**src/rtl/sun_pll_lockdet.sv**
```systemverilog
// rtl/sun_pll_lockdet.sv - digital PLL lock detector measuring CK cycles per CK_REF period
//
// Purpose: counts CK cycles between synchronized CK_REF rising edges and judges each
// period against DIV_RATIO +/- TOL. A run of LOCK_CNT good periods asserts LOCKED.
// A run of UNLOCK_CNT bad periods drops it. A reference that stops long enough for
// the counter to saturate raises REF_LOST and restarts acquisition.
//
// Ports:
//   CK          in   PLL output clock, the only clock domain
//   RST         in   synchronous reset, active high
//   PWRUP_1V8   in   detector enable; low forces IDLE
//   CK_REF      in   reference clock, asynchronous, sampled as data
//   LOCKED      out  lock indication
//   REF_LOST    out  counter saturated without a reference edge
//   PERIOD      out  last measured period in CK cycles
//   PERIOD_VLD  out  one-cycle pulse when PERIOD updates
module sun_pll_lockdet #(
  parameter int unsigned DIV_RATIO  = 32,
  parameter int unsigned TOL        = 2,
  parameter int unsigned LOCK_CNT   = 8,
  parameter int unsigned UNLOCK_CNT = 2,
  parameter int unsigned CNT_W      = 8
) (
  input  logic             CK,
  input  logic             RST,
  input  logic             PWRUP_1V8,
  input  logic             CK_REF,
  output logic             LOCKED,
  output logic             REF_LOST,
  output logic [CNT_W-1:0] PERIOD,
  output logic             PERIOD_VLD
);

  localparam int unsigned GC_W = $clog2(LOCK_CNT + 1);
  localparam int unsigned BC_W = $clog2(UNLOCK_CNT + 1);

  localparam logic [1:0] ST_IDLE = 2'd0;
  localparam logic [1:0] ST_ACQ  = 2'd1;
  localparam logic [1:0] ST_MEAS = 2'd2;
  localparam logic [1:0] ST_LOCK = 2'd3;

  localparam logic [CNT_W-1:0] CNT_MAX  = {CNT_W{1'b1}};
  localparam logic [CNT_W:0]   DIV_V    = (CNT_W + 1)'(DIV_RATIO);
  localparam logic [CNT_W:0]   TOL_V    = (CNT_W + 1)'(TOL);
  localparam logic [GC_W-1:0]  LOCK_V   = GC_W'(LOCK_CNT);
  localparam logic [BC_W-1:0]  UNLOCK_V = BC_W'(UNLOCK_CNT);

  logic             s1_q, s2_q, s3_q;
  logic [1:0]       state_q, state_d;
  logic [CNT_W-1:0] cnt_q, cnt_d;
  logic [GC_W-1:0]  gc_q, gc_d, gc_inc;
  logic [BC_W-1:0]  bc_q, bc_d, bc_inc;
  logic             locked_q, locked_d;
  logic             lost_q, lost_d;
  logic [CNT_W-1:0] period_q, period_d;
  logic             vld_q, vld_d;

  logic                ref_edge;
  logic [CNT_W-1:0]    cnt_next;
  logic signed [CNT_W:0] diff;
  logic [CNT_W:0]      diff_abs;
  logic                good;

  assign ref_edge = s2_q & ~s3_q;

  // Free-running count of CK cycles since the last reference edge, no wrap.
  assign cnt_next = ref_edge ? CNT_W'(1) :
                    (cnt_q == CNT_MAX) ? CNT_MAX : cnt_q + 1'b1;

  // One extra bit keeps the signed difference exact over the whole counter range.
  assign diff     = $signed({1'b0, cnt_q}) - $signed(DIV_V);
  assign diff_abs = diff[CNT_W] ? CNT_W'(0) - diff : diff;
  assign good     = (diff_abs <= TOL_V);

  assign gc_inc = (gc_q == LOCK_V) ? gc_q : gc_q + 1'b1;
  assign bc_inc = bc_q + 1'b1;

  always_comb begin
    state_d  = state_q;
    cnt_d    = cnt_q;
    gc_d     = gc_q;
    bc_d     = bc_q;
    locked_d = locked_q;
    lost_d   = lost_q;
    period_d = period_q;
    vld_d    = 1'b0;

    if (!PWRUP_1V8) begin
      state_d  = ST_IDLE;
      cnt_d    = '0;
      gc_d     = '0;
      bc_d     = '0;
      locked_d = 1'b0;
      lost_d   = 1'b0;
    end else if (state_q == ST_IDLE) begin
      state_d  = ST_ACQ;
      cnt_d    = '0;
      gc_d     = '0;
      bc_d     = '0;
      locked_d = 1'b0;
    end else begin
      cnt_d = cnt_next;
      if (ref_edge) begin
        // A reference edge always beats saturation in the same cycle.
        lost_d = 1'b0;
        unique case (state_q)
          ST_ACQ: state_d = ST_MEAS;  // partial first period is discarded
          ST_MEAS: begin
            period_d = cnt_q;
            vld_d    = 1'b1;
            if (good) begin
              gc_d = gc_inc;
              if (gc_inc == LOCK_V) begin
                state_d  = ST_LOCK;
                locked_d = 1'b1;
                bc_d     = '0;
              end
            end else begin
              gc_d = '0;
            end
          end
          ST_LOCK: begin
            period_d = cnt_q;
            vld_d    = 1'b1;
            if (good) begin
              bc_d = '0;
            end else if (bc_inc == UNLOCK_V) begin
              state_d  = ST_MEAS;
              locked_d = 1'b0;
              gc_d     = '0;
              bc_d     = '0;
            end else begin
              bc_d = bc_inc;
            end
          end
          default: state_d = ST_IDLE;
        endcase
      end else if (cnt_next == CNT_MAX) begin
        lost_d = 1'b1;
        if (state_q == ST_MEAS || state_q == ST_LOCK) begin
          state_d  = ST_ACQ;
          locked_d = 1'b0;
          gc_d     = '0;
          bc_d     = '0;
        end
      end
    end
  end

  always_ff @(posedge CK) begin
    if (RST) begin
      s1_q     <= 1'b0;
      s2_q     <= 1'b0;
      s3_q     <= 1'b0;
      state_q  <= ST_IDLE;
      cnt_q    <= '0;
      gc_q     <= '0;
      bc_q     <= '0;
      locked_q <= 1'b0;
      lost_q   <= 1'b0;
      period_q <= '0;
      vld_q    <= 1'b0;
    end else begin
      s1_q     <= CK_REF;
      s2_q     <= s1_q;
      s3_q     <= s2_q;
      state_q  <= state_d;
      cnt_q    <= cnt_d;
      gc_q     <= gc_d;
      bc_q     <= bc_d;
      locked_q <= locked_d;
      lost_q   <= lost_d;
      period_q <= period_d;
      vld_q    <= vld_d;
    end
  end

  assign LOCKED     = locked_q;
  assign REF_LOST   = lost_q;
  assign PERIOD     = period_q;
  assign PERIOD_VLD = vld_q;

endmodule
```
**config.mk**
```make
export PLATFORM = sky130hd
export DESIGN_NAME = sun_pll_lockdet
export DESIGN_NICKNAME = d
export VERILOG_FILES = /design/src/rtl/sun_pll_lockdet.sv
export SDC_FILE = /design/constraint.sdc
export NUM_CORES = 1
export LEC_CHECK = 0
export ABC_AREA = 0
export CAP_MARGIN = 20
export CORE_MARGIN = 2
export CORE_UTILIZATION = 45
export CTS_CLUSTER_DIAMETER = 150
export DETAILED_ROUTE_END_ITERATION = 10
export GPL_TIMING_DRIVEN = 0
export PLACE_DENSITY = 0.62
export SYNTH_ARGS = -nofsm -noshare
export SYNTH_HDL_FRONTEND = slang
export SYNTH_SLANG_ARGS = --single-unit
```
**constraint.sdc**
```tcl
create_clock -name CK -period 3.3 [get_ports CK]
set_input_delay 0.33 -clock CK [delete_from_list [all_inputs] [get_ports CK]]
set_output_delay 0.33 -clock CK [all_outputs]
set_load 0.01 [all_outputs]
```
Word level (Yosys, flattened, before mapping)
Cells that the tools add are included.

Add/sub/neg operators: 5. Order comparisons: 1. Eq/ne operators: 17. Multiplexer cells: 39. Bitwise logic cells: 5. Reduce and logical (&&, ||, !) cells: 17.

Operators by type and width (number): 2-bit 2-to-1 mux (14); 4-bit 2-to-1 mux (7); 8-bit equality test (second input constant) (2); 8-bit 2-to-1 mux (2); 4-bit inequality test (second input constant) (4); 3-bit inequality test (second input constant) (4); 6-bit AND reduction (2); 1-bit 2-to-1 mux (11); 5-bit AND reduction (2); 9-bit by 2-bit less-or-equal comparator with 1-bit output (second input constant) (1); 9-bit 2-to-1 mux (1); 1-bit by 9-bit subtractor with 9-bit output (first input constant) (1); 8-bit by 6-bit subtractor with 9-bit output (second input constant) (1); 8-bit by 1-bit adder with 8-bit output (second input constant) (1); 4-bit equality test (second input constant) (2); 4-bit one-hot mux with 2 select lines (1); 7-bit AND reduction (1); 2-bit equality test (second input constant) (3); 2-bit one-hot mux with 3 select lines (1); 3-bit nonzero test (2); 4-bit by 1-bit adder with 4-bit output (second input constant) (1); 1-bit inverter (4); 2-bit one-hot mux with 2 select lines (1); 4-bit AND reduction (1); other kinds (12) (14).

Bits in registers: 30. Logic and storage cells: 96.

Logic depth before layout (Yosys ltp)
Gate-level depths: netlist (run 1).

Word-level depth: 8. Mapped depth: 10. Gate-level depth less buffers: 9.

Worst setup path before layout (run 1)
No wires, ideal clock.

Kind: register -> register. Start: reg cnt_q[0]. End: reg gc_q[3]. Data arrival time: 2341 ps. Data required time: 3226 ps. Path slack: 884 ps. Stages on the path, launching flop included: 9. Path buffers: 0. Clock period less this slack: 2416 ps. Path through: dfxtp_1 > inv_2 > ha_1 > a21oi_1 > or4_4 > a21bo_4 > a211o_4 > or3_1 > o211ai_2.

Longest elaborated chain between the ends: 7. Elaborated cells on any way between the ends: 15.

Ends and longest elaborated chain: from (decl) (line 50) `logic [CNT_W-1:0] cnt_q, cnt_d;`; from (signal assigned) (line 168) `cnt_q <= cnt_d;`; 8-bit by 6-bit subtractor with 9-bit output (line 71) `assign diff = $signed({1'b0, cnt_q}) - $signed(DIV_V);`; 1-bit by 9-bit subtractor with 9-bit output (line 72) `assign diff_abs = diff[CNT_W] ? CNT_W'(0) - diff : diff;`; 9-bit 2-to-1 mux (line 72); 9-bit by 2-bit less-or-equal comparator with 1-bit output (line 73) `assign good = (diff_abs <= TOL_V);`; 4-bit 2-to-1 mux (line 111) `if (good) begin`; 4-bit one-hot mux with 2 select lines (line 106) `unique case (state_q)`; 4-bit 2-to-1 mux (line 103) `if (ref_edge) begin`; to (signal assigned) (line 169) `gc_q <= gc_d;`; to (decl) (line 51) `logic [GC_W-1:0] gc_q, gc_d, gc_inc;`.

Parallel ways exist; a longest one is shown, timed or not. A chain may end at the register's enable or synchronous reset.

Worst setup path after layout (run 1)
Same ends and word-level chain as after synthesis.

==> results list, run 1 <==
* Result of the run: finished, final reports clean
- Critical path startpoint category: flop
- Yosys mapped a number of flops with a built-in enable equal to 0.
- After detailed routing, the number of vias per cell comes to between 5 and 6.
- Mean routed wirelength per cell: around 13 µm
* Critical Path Slowest Stage Cell: sky130_fd_sc_hd__or4_4
* Total negative slack for setup checks: 0 ns
- Area taken by multi-input logic gates: 0.00100 mm²
* Via count of the first global-routing pass: 1371
* Post-route clock skew: 0.00301 ns
- Gpl congestion: 0.817
* Setup-violating endpoint count in the final report: 0
- In the final layout, flip-flops and latches occupy 601 µm².
- The number of antenna diodes in the final layout is 0.
- The die covers 0.00437 mm².
- Cell family contributing the most delay on the critical path: simple AND/OR/NAND/NOR gates
* Max clock buf depth: 2
- The floorplan has 22 rows.
- The path class of the tightest hold or removal check is reg2reg.
- Effective utilization at floorplan: approximately 47%
* Initial detailed-routing violation count: 55
- For the worst-skew pair, the clock arrives at the later sink with an insertion delay of 0.27 ns.
- Port Buffers: 14
- Lkg Pwr: 0.756 nW
- Wires add up to about 3500 µm.
* Clock-pin slew on the worst setup and hold paths: 0.06 ns
- Maximum Capacitance Violations: 0
- Critical path start-end classification: reg2reg
- Summed over all layers, the global routing overflow is 0.
- Worst path arrival time: between 2 and 3 ns
- The number of nets handed over by synthesis was about 210.
- Synthesis instantiated between 50 and 60 different standard cells from the library.
- By count the netlist is led by sky130_fd_sc_hd__dfxtp_1 (30), sky130_fd_sc_hd__nand2_1 (26), sky130_fd_sc_hd__a21oi_1 (20).
* Cell Area, Synth: approximately 0.0017 mm²
* FILL cells: 346
- Fraction of synthesis flops using an asynchronous set or reset pin: 0%
- Fraction of layout instances using a drive strength above 1: 14.5%
- Most used standard cell by instance count after synthesis: sky130_fd_sc_hd__dfxtp_1
- Yosys warns: 0
- Number of gates resized after cts: 0
* # DRC: 0
- Synthesized instance count: 199
- In this run the horizontal extent of the chip is 66.1 µm.
* Vias: 1447
- The critical path goes through inv_2 > ha_1 > a21oi_1 > or4_4 > a21bo_4 > a211o_4 > or3_1 > o211ai_2.
- WP data required: 3.50 ns
* Cell types occupying the most area after synthesis: sky130_fd_sc_hd__dfxtp_1 (35%), sky130_fd_sc_hd__a21oi_1 (5.8%), sky130_fd_sc_hd__ha_1 (5.8%), sky130_fd_sc_hd__nand2_1 (5.6%), sky130_fd_sc_hd__buf_6 (3.2%)
- A synthesized cell averages 8.71 µm².
* Crit. End Element: flop
- Period utilization: between 70% and 80%
- Worst Hold Slack: 0.440 ns
- The die is 66.1 µm tall.
* Drt pass-1 iters: 4
- The number of antenna violations at the first check in global routing came to 0.
- In this run the count of I/O pins placed on the die edge is 15.
- Slew of the pin with the lowest slew margin: between 0.6 and 0.7 ns
- The final layout contains 232 nets.
* Power density cells: about 370 mW/mm²
* Most used flip-flop cell after synthesis: sky130_fd_sc_hd__dfxtp_1
* Buffer count from post-CTS setup fixing: 0
- Synthesis inferred 30 register bits.
- IR analysis of the VDD net gives a maximum drop of roughly 340 µV.
- Of the synthesized area, sequential elements account for 34.6%.
- The number of hold buffers added after CTS was 0.
- Slowest stage delay, CP: 0.55 ns
* Number of H-tree levels: 2
- The floorplan step defined a core boundary enclosing 0.00369 mm².
* Area overhead of the layout relative to synthesis: 18.0%
* Post-detail-place hpwl: around 2600 µm
- The worst path needs 2.63 ns of the cycle, external delays included.
* Portion of synthesized cell area occupied by the leading cell type: 34.6%
- Headroom to the max-slew limit came out at slightly below 60%.
- Maximum number of pins on one net before global-route repair: 11
- Unrepaired setup endpoints after global routing: no
- Wire length of the first global-routing pass: 6200 µm
- Pins Over Slew Limit: 0
- Cell taking the most area after synthesis: sky130_fd_sc_hd__dfxtp_1
* Number of clock buffers inserted by TritonCTS: 5
* Buffers and inverters on the worst path: 1
- The tree is rooted in a sky130_fd_sc_hd__clkbuf_8.
* Final hold violations: 0
- Clock tree sinks: 30
- In this run the worst path has a maximum fanout of 7.
- Clock tree from TritonCTS: yes
* Final ANT Viol Nets: 0
- Combined global-route utilization of all metal layers: 18.3%
- Upper clock frequency limit: 381 MHz
## metrics by stage
stage	worst slack, ns	cells	area, µm²	util [%]	total power, mW
CTS	0.663	268	2050	55.5	0.777
global route	0.513	268	2050	55.5	0.800
floorplan	0.884	199	1730	-	0.395
detailed placement	0.684	261	1930	52.4	0.405
global placement	0.708	261	1930	52.4	0.404
finish	0.673	268	2050	55.5	0.766
## path summary, 6_finish.rpt
path	start	end	slack, ns	cells past startpoint
max	cnt_q[0]	gc_q[3]	0.67	8
min	s1_q	s2_q	0.44	1
min reg2reg	s1_q	s2_q	0.44	1
max reg2reg	cnt_q[0]	gc_q[3]	0.67	8
## final cells by class
cell class              count  share of cell area, %
plain buffers              10                   4.34
well taps                  48                   2.93
inverters                  11                   2.02
clock inverters             1                   1.47
multi-input cells         148                   49.0
clock buffers               6                   4.03
repair buffers             14                   6.85
flip-flops and latches     30                   29.3
## worst reg2reg max path: cells and delay by family (launching register included)
kind	cells	cell delay, ns
fa+ha+maj	1	0.35
flops	1	0.48
simple gates	2	0.92
buf+inv	1	0.10
compound gates	4	0.71
## sequential cells by signal, summed over array words and instances, names as in the netlist
signal,count
bc_q,2
s2_q,1
cnt_q,8
s3_q,1
REF_LOST,1
PERIOD_VLD,1
gc_q,4
s1_q,1
state_q,2
PERIOD,8
LOCKED,1
## cells in the final DEF (no fill, tap or decap), types with 2 or more instances in the layout
cell type                         instances
sky130_fd_sc_hd__o31ai_1                  2
sky130_fd_sc_hd__nor2b_1                  7
sky130_fd_sc_hd__nor2_1                  11
sky130_fd_sc_hd__xor2_1                   3
sky130_fd_sc_hd__o22ai_1                  3
sky130_fd_sc_hd__nand3_1                  8
sky130_fd_sc_hd__a31oi_1                  2
sky130_fd_sc_hd__and3_1                   3
sky130_fd_sc_hd__clkbuf_8                 7
sky130_fd_sc_hd__clkbuf_1                 3
sky130_fd_sc_hd__dfxtp_1                 30
sky130_fd_sc_hd__a211oi_1                 2
sky130_fd_sc_hd__nor3_1                   4
sky130_fd_sc_hd__a2bb2oi_1                2
sky130_fd_sc_hd__buf_6                    5
sky130_fd_sc_hd__nand2_1                 26
sky130_fd_sc_hd__xnor2_1                  4
sky130_fd_sc_hd__clkdlybuf4s50_1         14
sky130_fd_sc_hd__o21a_1                   2
sky130_fd_sc_hd__o21ai_1                  2
sky130_fd_sc_hd__inv_1                   10
sky130_fd_sc_hd__or3_1                    2
sky130_fd_sc_hd__ha_1                     8
sky130_fd_sc_hd__o21ai_0                  3
sky130_fd_sc_hd__or4_1                    2
sky130_fd_sc_hd__a21oi_1                 20
sky130_fd_sc_hd__nand2b_1                 6
## layer usage
layer	vias up	track usage, %	wire (µm)
li1	745	-	-
met1	685	22.6	1650
met3	2	3.58	68
met4	0	6.12	17
met5	-	0	0
met2	15	31.6	1780
## report_power, final
group,total [mW],switching [mW],internal (mW)
Combinational,0.0296,0.0172,0.0124
Clock,0.370,0.129,0.241
Sequential,0.367,0.00184,0.365
## kinds of logic after synthesis
group	count (synthesis)	share of synthesized area [%]
AOI/OAI and AO/OA	49	21.0
xor gates and xnor gates	7	3.54
adders and majority gates	8	5.77
buffers and inverters	21	7.50
DFF	30	34.6
muxes	1	0.577
and+or+nand+nor	83	27.0
Power figures use the tool's default switching activity.
==> run 2, diff against run 1 <==
- clock period: 3.3 -> 2.6 ns (I/O delays scaled with it)
==> results list, run 2 (synthesis gave the netlist of run 1 again) <==
- Clock tree root driver cell: sky130_fd_sc_hd__clkbuf_8
* Ant diodes: 0 (unchanged)
- The total wirelength of the detailed-routed design is 3630 µm (+2.9%).
- The core region area was 0.00369 mm² (unchanged).
- The finished layout cell area was 0.00211 mm² (+2.9%).
* Hold crit path type: reg2reg
- FILL cells: 347 (+0.29%)
- The clock latency of the later-clocked register in the worst-skew pair was 0.28 ns (about the same).
- X dimension of the die: 66.1 µm (unchanged)
* Port Buffers: 14 (unchanged)
- Switching part of the total: 19.6% (+0.34 points)
- The die footprint is 0.00437 mm² (unchanged).
- Final ANT Viol Nets: 0 (unchanged)
* Clock tree from TritonCTS: yes
* Worst Hold Slack: 0.440 ns (unchanged)
- The multi-input gate area in the final layout is 0.00102 mm² (+1.4%).
- The effective utilization at floorplan came to 47.0% (unchanged).
* Initial detailed-routing violation count: 54 (-1.8%)
* Setup-violating endpoint count in the final report: 0 (unchanged)
- The I/O pin count came to 15 (unchanged).
- The fraction of layout instances using a drive strength above 1 was 18.7% (+4.1 points).
- Commonest cells after routing, fill and taps aside: sky130_fd_sc_hd__dfxtp_1 (26), sky130_fd_sc_hd__nand2_1 (26), sky130_fd_sc_hd__a21oi_1 (20), sky130_fd_sc_hd__clkdlybuf4s50_1 (14), sky130_fd_sc_hd__nor2_1 (11)
- Slew of the pin with the lowest slew margin: 0.636 ns (+0.00753 ns)
- The number of slew-limit violations in the final report is 0 (unchanged).
- The number of buffers created by CTS came to 5 (unchanged).
* Post-layout nets: 237 (+2.2%)
* Worst slack after detailed placement: -0.0159 ns (-0.700 ns)
* Final hold violations: 0 (unchanged)
- The level count of the clock H-tree was 2 (unchanged).
- Crit. End Element: flop
- Number of buffers added to fix hold violations after cts: 0 (unchanged)
- The internal power consumption came to 0.786 mW (+27%).
* Part of the power in the clock network: 48.4% (+0.2 points)
- Lkg Pwr: 0.786 nW (+3.9%)
- The worst-path maximum fanout came to 7 (unchanged).
* Mean routed wirelength per cell: 13.3 µm (+1.0%)
* Drt pass-1 iters: 4 (unchanged)
* Vias: 1491 (+3.0%)
- The largest vdd supply drop was 437 µV (+27%).
* Period utilization: 97.2% (+18 points)
- Vias per std cell: 5.46 (+1.2%)
- STA classifies the critical path startpoint as a flop.
- Max clock buf depth: 2 (unchanged)
- Sequential cell area: 606 µm² (+0.83%)
* Combined global-route utilization of all metal layers: 18.2% (-0.11 points)
- The number of remaining DRC errors is 0 (unchanged).
* Max-slew headroom: 57.5% (-0.50 points)
- Result of the run: finished, final reports clean
- The required time of the critical path is 2.81 ns (-0.69 ns).
- Combinational Power Share: 3.9% (about the same)
* Area overhead of the layout relative to synthesis: 21.5%
- Maximum number of pins on one net before global-route repair: 11 (unchanged)
* Clock-pin slew on the worst setup and hold paths: 0.06 ns (about the same)
* Unrepaired setup endpoints after global routing: no
- The y dimension of the die is 66.1 µm (unchanged).
* Power spent charging and discharging nets: 0.191 mW (+30%)
- Maximum Capacitance Violations: 0 (unchanged)
- Wire length of the first global-routing pass: 6150 µm (-0.68%)
- Power density cells: 464 mW/mm² (+24%)
* Final worst slack: 0.0722 ns (-0.600 ns)
- The instance area at placement was 0.00193 mm² (unchanged).
- Global route overflow: 0 (unchanged)
- The number of standard-cell rows in the floorplan came to 22 (unchanged).
* Clock tree sinks: 30 (unchanged)
- Post-route clock skew: 0.00251 ns (-0.000506 ns)
* Post-detail-place hpwl: 2610 µm (unchanged)
* Antenna violations before repair: 0 (unchanged)
- Via count of the first global-routing pass: 1377 (+0.44%)
- The peak clock frequency supported by timing is 396 MHz (+3.9%).
* Share of power burned in registers: 47.7% (-0.2 points)
- The data arrival time of the critical path was 2.74 ns (-0.09 ns).
- The last weighted congestion value of the routability-driven placer was 0.817 (unchanged).
* Final critical-path required period: 2.53 ns (-0.0996 ns)
- The share of the core filled with cells is 57.1% (+1.6 points).
* Critical path start-end classification: reg2reg
## run 2: cell count changes in the layout (fill, tap and decap cells not counted), sizes merged
| cell | change |
|---|---|
| buf | +5 |
## run 2: layout make-up
cell class / count / share of cell area, %
Sequential cell: 30 / 28.7
Tap cell: 48 / 2.85
Inverter: 11 / 1.96
Buffer: 10 / 4.39
Clock inverter: 1 / 1.43
Clock buffer: 6 / 3.92
Timing Repair Buffer: 19 / 8.43
Multi-Input combinational cell: 148 / 48.3
## run 2: metal layers
layer / share of wire [%] / up-vias / routed length [µm] / track usage [%]
met5: 0 / - / 0 / 0
met4: 1.3 / 0 / 48 / 6.12
met3: 2.2 / 7 / 80 / 3.58
met2: 51 / 21 / 1830 / 31.8
met1: 46 / 708 / 1660 / 22.2
li1: - / 755 / - / -
## run 2: critical path: stages (launching register included)
cell	delay, ns
sky130_fd_sc_hd__dfxtp_2	0.41
sky130_fd_sc_hd__inv_2	0.08
sky130_fd_sc_hd__ha_1	0.34
sky130_fd_sc_hd__a21oi_1	0.08
sky130_fd_sc_hd__or4_4	0.55
sky130_fd_sc_hd__a21bo_4	0.27
sky130_fd_sc_hd__a211o_4	0.31
sky130_fd_sc_hd__or3_1	0.37
sky130_fd_sc_hd__o211ai_2	0.06
## run 2: timing repair
| item | CTS | global route |
|---|---|---|
| resized for setup | 2 | 5 |
| setup endpoints to repair | 3 | 3 |
| setup buffers | 0 | 5 |
| endpoints found under the hold margin | 0 | 0 |
| pin swaps | 2 | 2 |
## run 2: stage by stage
step | power [mW] | cells | setup TNS [ns]
after global routing | 1.02 | 273 | 0
after floorplan | 0.502 | 199 | 0
after detailed placement | 0.513 | 261 | -0.0286
final | 0.977 | 273 | 0
after global placement | 0.513 | 261 | 0
after CTS | 0.986 | 268 | 0
## run 2: final timing paths
path                            endpoint  slack (ns)     start  cells after the start
worst max-delay path             gc_q[3]        0.07  cnt_q[0]                      8
worst min-delay path                s2_q        0.44      s1_q                      1
worst max register to register   gc_q[3]        0.07  cnt_q[0]                      8
worst min register to register      s2_q        0.44      s1_q                      1
## run 2: power groups by stage
stage                     Sequential [mW]  Clock (mW)  Combinational (mW)
after global routing                0.466       0.507              0.0432
after floorplan                     0.475           0              0.0263
after detailed placement            0.476           0              0.0374
final                               0.466       0.473              0.0385
after CTS                           0.466       0.482              0.0376
after global placement              0.476           0              0.0367
